## src/rtl/okpipe_in_arbiter_if.sv

```systemverilog
// Pipe-in arbiter bus: per-channel endpoint write strobes/words in,
// merged valid/ready stream with channel tag and end-of-burst out,
// plus sticky per-channel overflow flags and their clear pulses.
// master = arbiter side, slave = endpoint/core side.
interface okpipe_in_arbiter_if #(
    parameter int unsigned N_CH = 4
);
    logic [N_CH-1:0]    ep_write_in;
    logic [32*N_CH-1:0] ep_data_in;
    logic               out_valid;
    logic               out_ready;
    logic [31:0]        out_data;
    logic [2:0]         out_ch;
    logic               out_last;
    logic [N_CH-1:0]    ovf;
    logic [N_CH-1:0]    ovf_clr;

    modport master (
        input  ep_write_in, ep_data_in, out_ready, ovf_clr,
        output out_valid, out_data, out_ch, out_last, ovf
    );

    modport slave (
        output ep_write_in, ep_data_in, out_ready, ovf_clr,
        input  out_valid, out_data, out_ch, out_last, ovf
    );
endinterface

```

## src/rtl/okpipe_in_arbiter.sv

```systemverilog
// Round-robin merge of N_CH pipe-in endpoint streams into one valid/ready
// stream. Each channel has an elastic FIFO (endpoints cannot be stalled);
// a grant covers min(occupancy, BURST) words sampled at grant time.
// Optional macro PIPE_ARB_HDR_EN: emit one header word before every burst.
module okpipe_in_arbiter #(
    parameter int unsigned N_CH  = 4,
    parameter int unsigned DEPTH = 16,
    parameter int unsigned BURST = 8
) (
    input logic                 ti_clk,
    input logic                 ti_reset,
    okpipe_in_arbiter_if.master bus
);
    localparam int unsigned AW  = $clog2(DEPTH);
    localparam int unsigned CHW = $clog2(N_CH);

    typedef logic [AW:0] occ_t;

`ifdef PIPE_ARB_HDR_EN
    typedef enum logic [1:0] {ST_IDLE, ST_HDR, ST_BURST} state_t;
`else
    typedef enum logic [1:0] {ST_IDLE, ST_BURST} state_t;
`endif

    state_t         state, state_n;
    logic [CHW-1:0] gnt, gnt_n, rr, rr_n, cand;
    logic           found;
    occ_t           len, len_n, cnt, cnt_n;

    logic [31:0]     mem [N_CH][DEPTH];
    occ_t            wr_ptr [N_CH];
    occ_t            rd_ptr [N_CH];
    occ_t            occ [N_CH];
    logic [N_CH-1:0] full, empty, push, pop, drop, ovf_q;

    logic        o_valid, o_last;
    logic [31:0] o_data;
    logic [2:0]  o_ch;

    // Per-channel FIFO status and push/pop/drop decisions; a full FIFO still
    // accepts a write when the arbiter pops it in the same cycle.
    always_comb begin
        for (int unsigned i = 0; i < N_CH; i++) begin
            occ[i]   = wr_ptr[i] - rd_ptr[i];
            full[i]  = (occ[i] == occ_t'(DEPTH));
            empty[i] = (occ[i] == '0);
            pop[i]   = (state == ST_BURST) && bus.out_ready && (gnt == CHW'(i));
            push[i]  = bus.ep_write_in[i] && (!full[i] || pop[i]);
            drop[i]  = bus.ep_write_in[i] && full[i] && !pop[i];
        end
    end

    // FIFO storage writes (contents need no reset; pointers define validity).
    always_ff @(posedge ti_clk) begin
        for (int unsigned i = 0; i < N_CH; i++) begin
            if (push[i]) begin
                mem[i][wr_ptr[i][AW-1:0]] <= bus.ep_data_in[32*i +: 32];
            end
        end
    end

    // FIFO pointers; reset empties every channel and discards any partial burst.
    always_ff @(posedge ti_clk or posedge ti_reset) begin
        if (ti_reset) begin
            for (int unsigned i = 0; i < N_CH; i++) begin
                wr_ptr[i] <= '0;
                rd_ptr[i] <= '0;
            end
        end else begin
            for (int unsigned i = 0; i < N_CH; i++) begin
                if (push[i]) wr_ptr[i] <= wr_ptr[i] + 1'b1;
                if (pop[i])  rd_ptr[i] <= rd_ptr[i] + 1'b1;
            end
        end
    end

    // Sticky overflow flags; a drop in the same cycle as a clear keeps the flag set.
    always_ff @(posedge ti_clk or posedge ti_reset) begin
        if (ti_reset) ovf_q <= '0;
        else          ovf_q <= (ovf_q & ~bus.ovf_clr) | drop;
    end

    // Round-robin search: first non-empty channel after rr, wrapping.
    always_comb begin
        int unsigned idx;
        found = 1'b0;
        cand  = '0;
        idx   = 0;
        for (int unsigned k = 1; k <= N_CH; k++) begin
            idx = 32'(rr) + k;
            if (idx >= N_CH) idx = idx - N_CH;
            if (!found && !empty[CHW'(idx)]) begin
                found = 1'b1;
                cand  = CHW'(idx);
            end
        end
    end

    // FSM state and grant bookkeeping registers.
    always_ff @(posedge ti_clk or posedge ti_reset) begin
        if (ti_reset) begin
            state <= ST_IDLE;
            gnt   <= '0;
            rr    <= CHW'(N_CH - 1);
            len   <= '0;
            cnt   <= '0;
        end else begin
            state <= state_n;
            gnt   <= gnt_n;
            rr    <= rr_n;
            len   <= len_n;
            cnt   <= cnt_n;
        end
    end

    // Next-state and output decode; outputs are zero outside an active grant.
    always_comb begin
        state_n = state;
        gnt_n   = gnt;
        rr_n    = rr;
        len_n   = len;
        cnt_n   = cnt;
        o_valid = 1'b0;
        o_data  = '0;
        o_ch    = '0;
        o_last  = 1'b0;
        case (state)
            ST_IDLE: begin
                if (found) begin
                    gnt_n = cand;
                    rr_n  = cand;
                    len_n = (occ[cand] > occ_t'(BURST)) ? occ_t'(BURST) : occ[cand];
                    cnt_n = '0;
`ifdef PIPE_ARB_HDR_EN
                    state_n = ST_HDR;
`else
                    state_n = ST_BURST;
`endif
                end
            end
`ifdef PIPE_ARB_HDR_EN
            ST_HDR: begin
                o_valid = 1'b1;
                o_data  = {8'hA5, 5'b0, 3'(gnt), 16'(len)};
                o_ch    = 3'(gnt);
                if (bus.out_ready) state_n = ST_BURST;
            end
`endif
            ST_BURST: begin
                o_valid = 1'b1;
                o_data  = mem[gnt][rd_ptr[gnt][AW-1:0]];
                o_ch    = 3'(gnt);
                o_last  = (cnt == len - 1'b1);
                if (bus.out_ready) begin
                    cnt_n = cnt + 1'b1;
                    if (o_last) state_n = ST_IDLE;
                end
            end
            default: state_n = ST_IDLE;
        endcase
    end

    assign bus.out_valid = o_valid;
    assign bus.out_data  = o_data;
    assign bus.out_ch    = o_ch;
    assign bus.out_last  = o_last;
    assign bus.ovf       = ovf_q;
endmodule

```

## src/flat_wrapper.sv

```systemverilog
// flat-port wrapper written by rule: the top's interface ports become plain ports
module okpipe_in_arbiter_flat 
#(
    parameter int unsigned N_CH  = 4,
    parameter int unsigned DEPTH = 16,
    parameter int unsigned BURST = 8
)
  (ti_clk, ti_reset, bus_ep_write_in, bus_ep_data_in, bus_out_ready, bus_ovf_clr, bus_out_valid, bus_out_data, bus_out_ch, bus_out_last, bus_ovf);
  okpipe_in_arbiter_if #(.N_CH(N_CH)) bus_i ();
  input logic ti_clk;
  input logic ti_reset;
  input wire logic [$bits(bus_i.ep_write_in)-1:0] bus_ep_write_in;
  input wire logic [$bits(bus_i.ep_data_in)-1:0] bus_ep_data_in;
  input wire logic [$bits(bus_i.out_ready)-1:0] bus_out_ready;
  input wire logic [$bits(bus_i.ovf_clr)-1:0] bus_ovf_clr;
  output wire logic [$bits(bus_i.out_valid)-1:0] bus_out_valid;
  output wire logic [$bits(bus_i.out_data)-1:0] bus_out_data;
  output wire logic [$bits(bus_i.out_ch)-1:0] bus_out_ch;
  output wire logic [$bits(bus_i.out_last)-1:0] bus_out_last;
  output wire logic [$bits(bus_i.ovf)-1:0] bus_ovf;
  assign bus_i.ep_write_in = bus_ep_write_in;
  assign bus_i.ep_data_in = bus_ep_data_in;
  assign bus_i.out_ready = bus_out_ready;
  assign bus_i.ovf_clr = bus_ovf_clr;
  assign bus_out_valid = bus_i.out_valid;
  assign bus_out_data = bus_i.out_data;
  assign bus_out_ch = bus_i.out_ch;
  assign bus_out_last = bus_i.out_last;
  assign bus_ovf = bus_i.ovf;
  okpipe_in_arbiter #(.N_CH(N_CH), .DEPTH(DEPTH), .BURST(BURST)) u_core (.ti_clk(ti_clk), .ti_reset(ti_reset), .bus(bus_i));
endmodule
```

## config.mk

```make
export PLATFORM = sky130hd
export DESIGN_NAME = okpipe_in_arbiter_flat
export DESIGN_NICKNAME = d
export VERILOG_FILES = /design/src/rtl/okpipe_in_arbiter_if.sv /design/src/rtl/okpipe_in_arbiter.sv /design/src/flat_wrapper.sv
export SDC_FILE = /design/constraint.sdc
export NUM_CORES = 2
export LEC_CHECK = 0
export BUFFER_PORTS_ARGS = -buffer_cell sky130_fd_sc_hd__buf_2
export CORE_MARGIN = 2
export CORE_UTILIZATION = 40
export DETAILED_ROUTE_END_ITERATION = 7
export PLACE_DENSITY = 0.54
export SLEW_MARGIN = 30
export SYNTH_ARGS = -nofsm -noshare
export SYNTH_HDL_FRONTEND = slang
export SYNTH_SLANG_ARGS = --single-unit
```

## constraint.sdc

```tcl
create_clock -name ti_clk -period 7.8 [get_ports ti_clk]
set_input_delay 0 -clock ti_clk [delete_from_list [all_inputs] [get_ports ti_clk]]
set_output_delay 0 -clock ti_clk [all_outputs]
set_load 0.05 [all_outputs]
```

* Word level (Yosys, flattened, before mapping)
Memories as Yosys holds them, arrays and structs flattened.
Index checks and enable logic that the tools add are counted.
** Word-level totals
- RAM bits :: 2048
- Output and inout bits :: 41
- Memories :: 1
- Register bits :: 60
- Logic and storage cells :: 187
- Input port bits :: 139
** Cells by class
- Order comparisons :: 20
- $add $sub $neg :: 22
- Bitwise operators :: 10
- Mux-type cells :: 57
- Eq/ne operators :: 12
- Reduce and logical (&&, ||, !) cells :: 51
** Memory list
- u_core.mem :: depth 4, width 512, read ports 1, clocked after Yosys merged registers in 0, wr ports 4, RTL line okpipe_in_arbiter.sv:30 : logic [31:0] mem [N_CH][DEPTH];
** Operators with widths (number)
- $mux W512 :: 4
- $demux W32 S4 :: 4
- $mux W32 :: 7
- $bmux W32 S4 :: 1
- $add A5 B1 Y5 const B :: 9
- $ge A5 B5 Y1 const B :: 5
- $mux W5 :: 5
- $not A4 Y5 :: 5
- $logic_and A1 B1 Y1 :: 24
- $mux W2 :: 12
- $bmux W5 S2 :: 2
- $eq A5 B5 Y1 const B :: 4
- $logic_not A5 Y1 :: 4
- $lt A5 B1 Y1 const B :: 4
- $sub A5 B5 Y5 :: 4
- $ge A3 B3 Y1 const B :: 5
- $mux W1 :: 14
- $logic_not A1 Y1 :: 13
- $lt A2 B3 Y1 const B :: 4
- $pmux W5 S2 :: 1
- $bmux W1 S2 :: 4
- $mux W4 :: 2
- $sub A2 B1 Y2 const B :: 4
- $add A2 B2 Y3 const B :: 2
- other kinds (20) :: 29

* Logic depth before layout (Yosys ltp)
- Depth after elaboration :: 20
- Mapped depth :: 13
- Mapped depth without buffers :: 12

* Worst setup path before layout
No wires, ideal clock.
- Path kind :: register -> register
- Start :: reg u_core.state[0]
- End :: mem u_core.mem[0][384] in the netlist's numbering, enable pin
- Stages on the path, launching flop included :: 11
- Period minus slack after synthesis :: 4.987 ns
- Setup time :: 0.461 ns
- Data arrival time :: 4.526 ns
- Path buffers :: 3
- Slack :: 2.813 ns
- Cells stage by stage :: dfrtp_1 -> clkbuf_1 -> nand2_1 -> clkbuf_1 -> nor3_1 -> nor2_1 -> nand2_1 -> o21a_1 -> clkbuf_1 -> nand2_1 -> nor3_1
** RTL lines
- start, declared :: RTL line okpipe_in_arbiter.sv:25 : state_t state, state_n;
- start signal, assigned :: RTL line okpipe_in_arbiter.sv:108 : state <= state_n;
- end, declared :: RTL line okpipe_in_arbiter.sv:30

* Worst setup path after layout
- Start :: reg u_core.gnt[0]
- End :: out bus_out_data[12]
** On the way
- Longest elaborated chain between the ends :: 9
- Elaborated cells between the ends (all ways) :: 10
- Classes of those cells :: 7 x mux; 2 x bitwise; 1 x memory
** Ends and longest elaborated chain
- start, declared :: RTL line okpipe_in_arbiter.sv:26 : logic [CHW-1:0] gnt, gnt_n, rr, rr_n, cand;
- start signal, assigned :: RTL line okpipe_in_arbiter.sv:109 : gnt <= gnt_n;
- $not A2 Y3 (not written as such) :: RTL line okpipe_in_arbiter.sv:151 : o_data = mem[gnt][rd_ptr[gnt][AW-1:0]];
- $bmux W5 S2 :: RTL line okpipe_in_arbiter.sv:151
- $mux W4 (not written as such) (2 in series) :: RTL line okpipe_in_arbiter.sv:151
- $not A4 Y5 (not written as such) :: RTL line okpipe_in_arbiter.sv:151
- $bmux W32 S4 * :: RTL line okpipe_in_arbiter.sv:151
- $mux W32 (not written as such) * (2 in series) :: RTL line okpipe_in_arbiter.sv:151
- $mux W32 * :: RTL line okpipe_in_arbiter.sv:127 : case (state)
- end, declared :: RTL line flat_wrapper.sv:17 : output wire logic [$bits(bus_i.out_data)-1:0] bus_out_data;
Every way passes the cells marked *; elsewhere a longest branch is shown, timed or not. The select of a mux whose other input is x is not followed.

==> impl_metrics.env <==
export IMPL_grt_max_degree=138
export IMPL_crit_chain="buf_4, buf_12, buf_16, mux4_2, nor2b_1, a211oi_1, a211oi_1, a211oi_1, a211oi_1, buf_2"
export IMPL_areaGrowthSynthToFinish_pct=15.9
export IMPL_worst_slew_pin_transition_ns=1.04
export IMPL_synth_seq_cells=2107
export IMPL_peakVddDrop_v=0.000318
export IMPL_setup_viol=0
export IMPL_internal_power_w=0.0213
export IMPL_antenna_found_initial=9
export IMPL_clock_latency_ns=0.86
export IMPL_die_h_um=458
export IMPL_h_tree_depth=4
export IMPL_max_stage_delay_ns=0.97
export IMPL_core_region_area_mm2=0.205
export IMPL_grt_pass1_vias=43200
export IMPL_track_usage=0.240
export IMPL_rows=166
export IMPL_grt_pass1_wl_mm=351
export IMPL_place_congestion=0.770
export IMPL_dp_final_hpwl_mm=139
export IMPL_cts_resized=0
export IMPL_hold_end="u_core.mem[0][23]"
export IMPL_syn_area_per_cell_um2=21.5
export IMPL_numCtsBuffers=216
export IMPL_cts_setup_buffers=0
export IMPL_nets=4439
export IMPL_p_leak_nw=29.7
export IMPL_hold_class="in -> reg"
export IMPL_overflow=0
export IMPL_ant_nets=0
export IMPL_die_w_um=458
export IMPL_layout_setup_ws_ns=2.07
export IMPL_finalMaxSlewViolations=0
export IMPL_clock_skew_ns=0.0430
export IMPL_cts_root_buffer_cell="clkbuf_16"
export IMPL_crit_fanout=56
export IMPL_yosys_warnings=0
export IMPL_synth_area_leaders="edfxtp_1 (74%), mux4_2 (14%), a211oi_1 (2.3%), dfrtp_1 (1.7%), mux2i_1 (1.6%)"
export IMPL_synth_top_flop_cell="edfxtp_1"
export IMPL_critPathLaunchType="flop"
export IMPL_cts_sinks=2107
export IMPL_timing_final_crit_share=0.735
export IMPL_vias=42300
export IMPL_clk_pin_slew_ns=0.06
export IMPL_cp_required_ns=7.80
export IMPL_pwr_share_seq=0.450
export IMPL_portBuffers=178
export IMPL_drive_above_1_share=0.262
export IMPL_cts_max_path_buffers=3
export IMPL_fillers=17000
export IMPL_synth_enable_flop_cells=2048
export IMPL_switchingPower_w=0.00972
export IMPL_mostFrequentLayoutCells="edfxtp_1 (2048), mux4_2 (512), a211oi_1 (257), clkbuf_16 (218), buf_2 (178)"
export IMPL_slew_headroom=0.308
export IMPL_initial_core_util=0.403
export IMPL_ios=180
export IMPL_path_common_cell="a211oi_1"
export IMPL_clock_fmax_mhz=174
export IMPL_r2r_start="u_core.gnt[0]"
export IMPL_dpl_worst_slack_ns=2.75
export IMPL_route_detailed_drc=0
export IMPL_drt_wirelength_per_cell_um=35.6
export IMPL_layout_min_cycle_time_ns=5.73
export IMPL_crit_type="reg -> out"
export IMPL_synth_area_leader_cell="edfxtp_1"
export IMPL_synth_top_area_share=0.745
export IMPL_tns_ns=0
export IMPL_wl_mm=254
export IMPL_die_area_mm2=0.210
export IMPL_reg2regPathDepth=6
export IMPL_p_clk_frac=0.327
export IMPL_crit_arrival_ns=5.73
export IMPL_cts_tree="yes"
export IMPL_viasPerCell=5.94
export IMPL_postSynthNetCount=4023
export IMPL_ys_async_sr_fraction=0.0280
export IMPL_hold_depth=2
export IMPL_final_common_cell="edfxtp_1"
export IMPL_seq_area_frac_synth=0.763
export IMPL_power_frac_comb=0.223
export IMPL_switching_share=0.313
export IMPL_min_from="bus_ep_data_in[23]"
export IMPL_r2r_end="u_core.mem[1][210]"
export IMPL_status="completed"
export IMPL_powerDensity_mw_per_mm2=325
export IMPL_drt_iter0_markers=5495
export IMPL_hold_viol=0
export IMPL_r2r_slack_ns=3.09
export IMPL_cap_violations=0
export IMPL_dr_pass1_iters=5
export IMPL_synth_distinct_cells=54
export IMPL_rsz0062_at_grt="false"
export IMPL_end_kind="output port"
export IMPL_synth_cell_area_mm2=0.0826
export IMPL_cp_slowest_cell="dfrtp_4"
export IMPL_synthCells=3842
==> how the worst max path moves through the flow <==
stage / to / from / cells after the start
2_1_floorplan: u_core.mem[0][384] / u_core.state[0] / 10
3_3_place_gp: bus_out_data[12] / u_core.gnt[0] / 9
3_5_place_dp: bus_out_data[12] / u_core.gnt[0] / 9
4_1_cts: bus_out_data[12] / u_core.gnt[0] / 9
5_1_grt: bus_out_data[12] / u_core.gnt[0] / 10
6_report: bus_out_data[12] / u_core.gnt[0] / 10
==> worst max-delay path: cells and delay by family (launching register included) <==
| family | cells | cell delay (ns) |
|---|---|---|
| buf+inv | 4 | 2.08 |
| simple gates | 1 | 0.13 |
| compound gates | 4 | 1.23 |
| flops | 1 | 0.97 |
| mux | 1 | 0.30 |
==> synthesized netlist by cell type (all sizes together) (2+ instances only) <==
master	instances
clkbuf	136
o21ai	18
nand2	51
edfxtp	2048
a211oi	257
dfrtp	57
and2	21
inv	33
nor3	16
o211ai	4
dfstp	2
nor4b	2
nand4	12
o31ai	2
nand3b	6
nor2b	131
buf	90
nor4	3
nand2b	7
nor2	45
or4b	3
xnor2	37
mux2i	133
ha	38
nor3b	2
a21oi	107
nand3	8
mux4	516
and3b	2
or3	3
a21o	11
fa	4
mux2	5
and3	2
xor2	17
==> power by group through the flow <==
stage                     Sequential, W  Combinational (W)  Clock, W
after global placement           0.0142            0.00688         0
final                            0.0140            0.00692    0.0102
after floorplan                  0.0141            0.00405         0
after CTS                        0.0140            0.00700    0.0103
after detailed placement         0.0142            0.00693         0
after global routing             0.0141            0.00730    0.0107
==> timing repair <==
action,in CTS,in global routing
endpoints found under the setup margin,0,0
hold endpoints to repair,2148,0
hold buffers,147,0
==> state kept, by name (all words and copies together), names as in the netlist <==
name            flops
u_core.mem       2048
u_core.rd_ptr      20
u_core.wr_ptr      20
u_core.cnt          5
u_core.len          5
u_core.bus.ovf      4
u_core.gnt          2
u_core.rr           2
u_core.state        1
==> metal layers <==
metal	GRT usage	vias up	part of all wire
li1	-	17000	-
met1	0.338	23400	0.42
met2	0.394	1664	0.49
met3	0.0362	306	0.064
met4	0.0619	0	0.024
met5	0	-	0
==> area by class of cell <==
| type | count | area [µm²] | area share |
|---|---|---|---|
| sequential | 2107 | 63000 | 0.658 |
| antenna | 2 | 5.00 | 0.0000523 |
| clock buffer | 262 | 5620 | 0.0588 |
| timing repair buffer | 424 | 3360 | 0.0351 |
| inverter | 34 | 129 | 0.00135 |
| multi-input combinational | 1475 | 19000 | 0.198 |
| tap | 2688 | 3360 | 0.0352 |
| clock inverter | 136 | 1240 | 0.0130 |
==> through the flow <==
stage	instances	cell area (µm²)	total power (W)	utilization	hold WS, ns
after floorplan	3842	82600	0.0182	-	0.0915
after global routing	7127	95700	0.0321	0.467	0.108
after detailed placement	6580	87300	0.0211	0.426	0.190
after global placement	6574	87200	0.0211	0.426	0.180
after CTS	7125	95600	0.0313	0.467	0.0671
final	7128	95700	0.0311	0.467	0.122
==> cells by family (layout without fill, tap and decap cells) <==
logic type	count (synthesis)	in the layout	share of synthesized area
other	1	3	0.0000454
buffers and inverters	260	856	0.0121
AO/OA/AOI/OAI	406	406	0.0336
multiplexers	654	654	0.158
AND/OR/NAND/NOR	318	318	0.0214
adder cells (fa/ha/maj)	42	42	0.00673
XOR/XNOR	54	54	0.00573
flip-flops	2107	2107	0.763
Power figures use the tool's default switching activity.
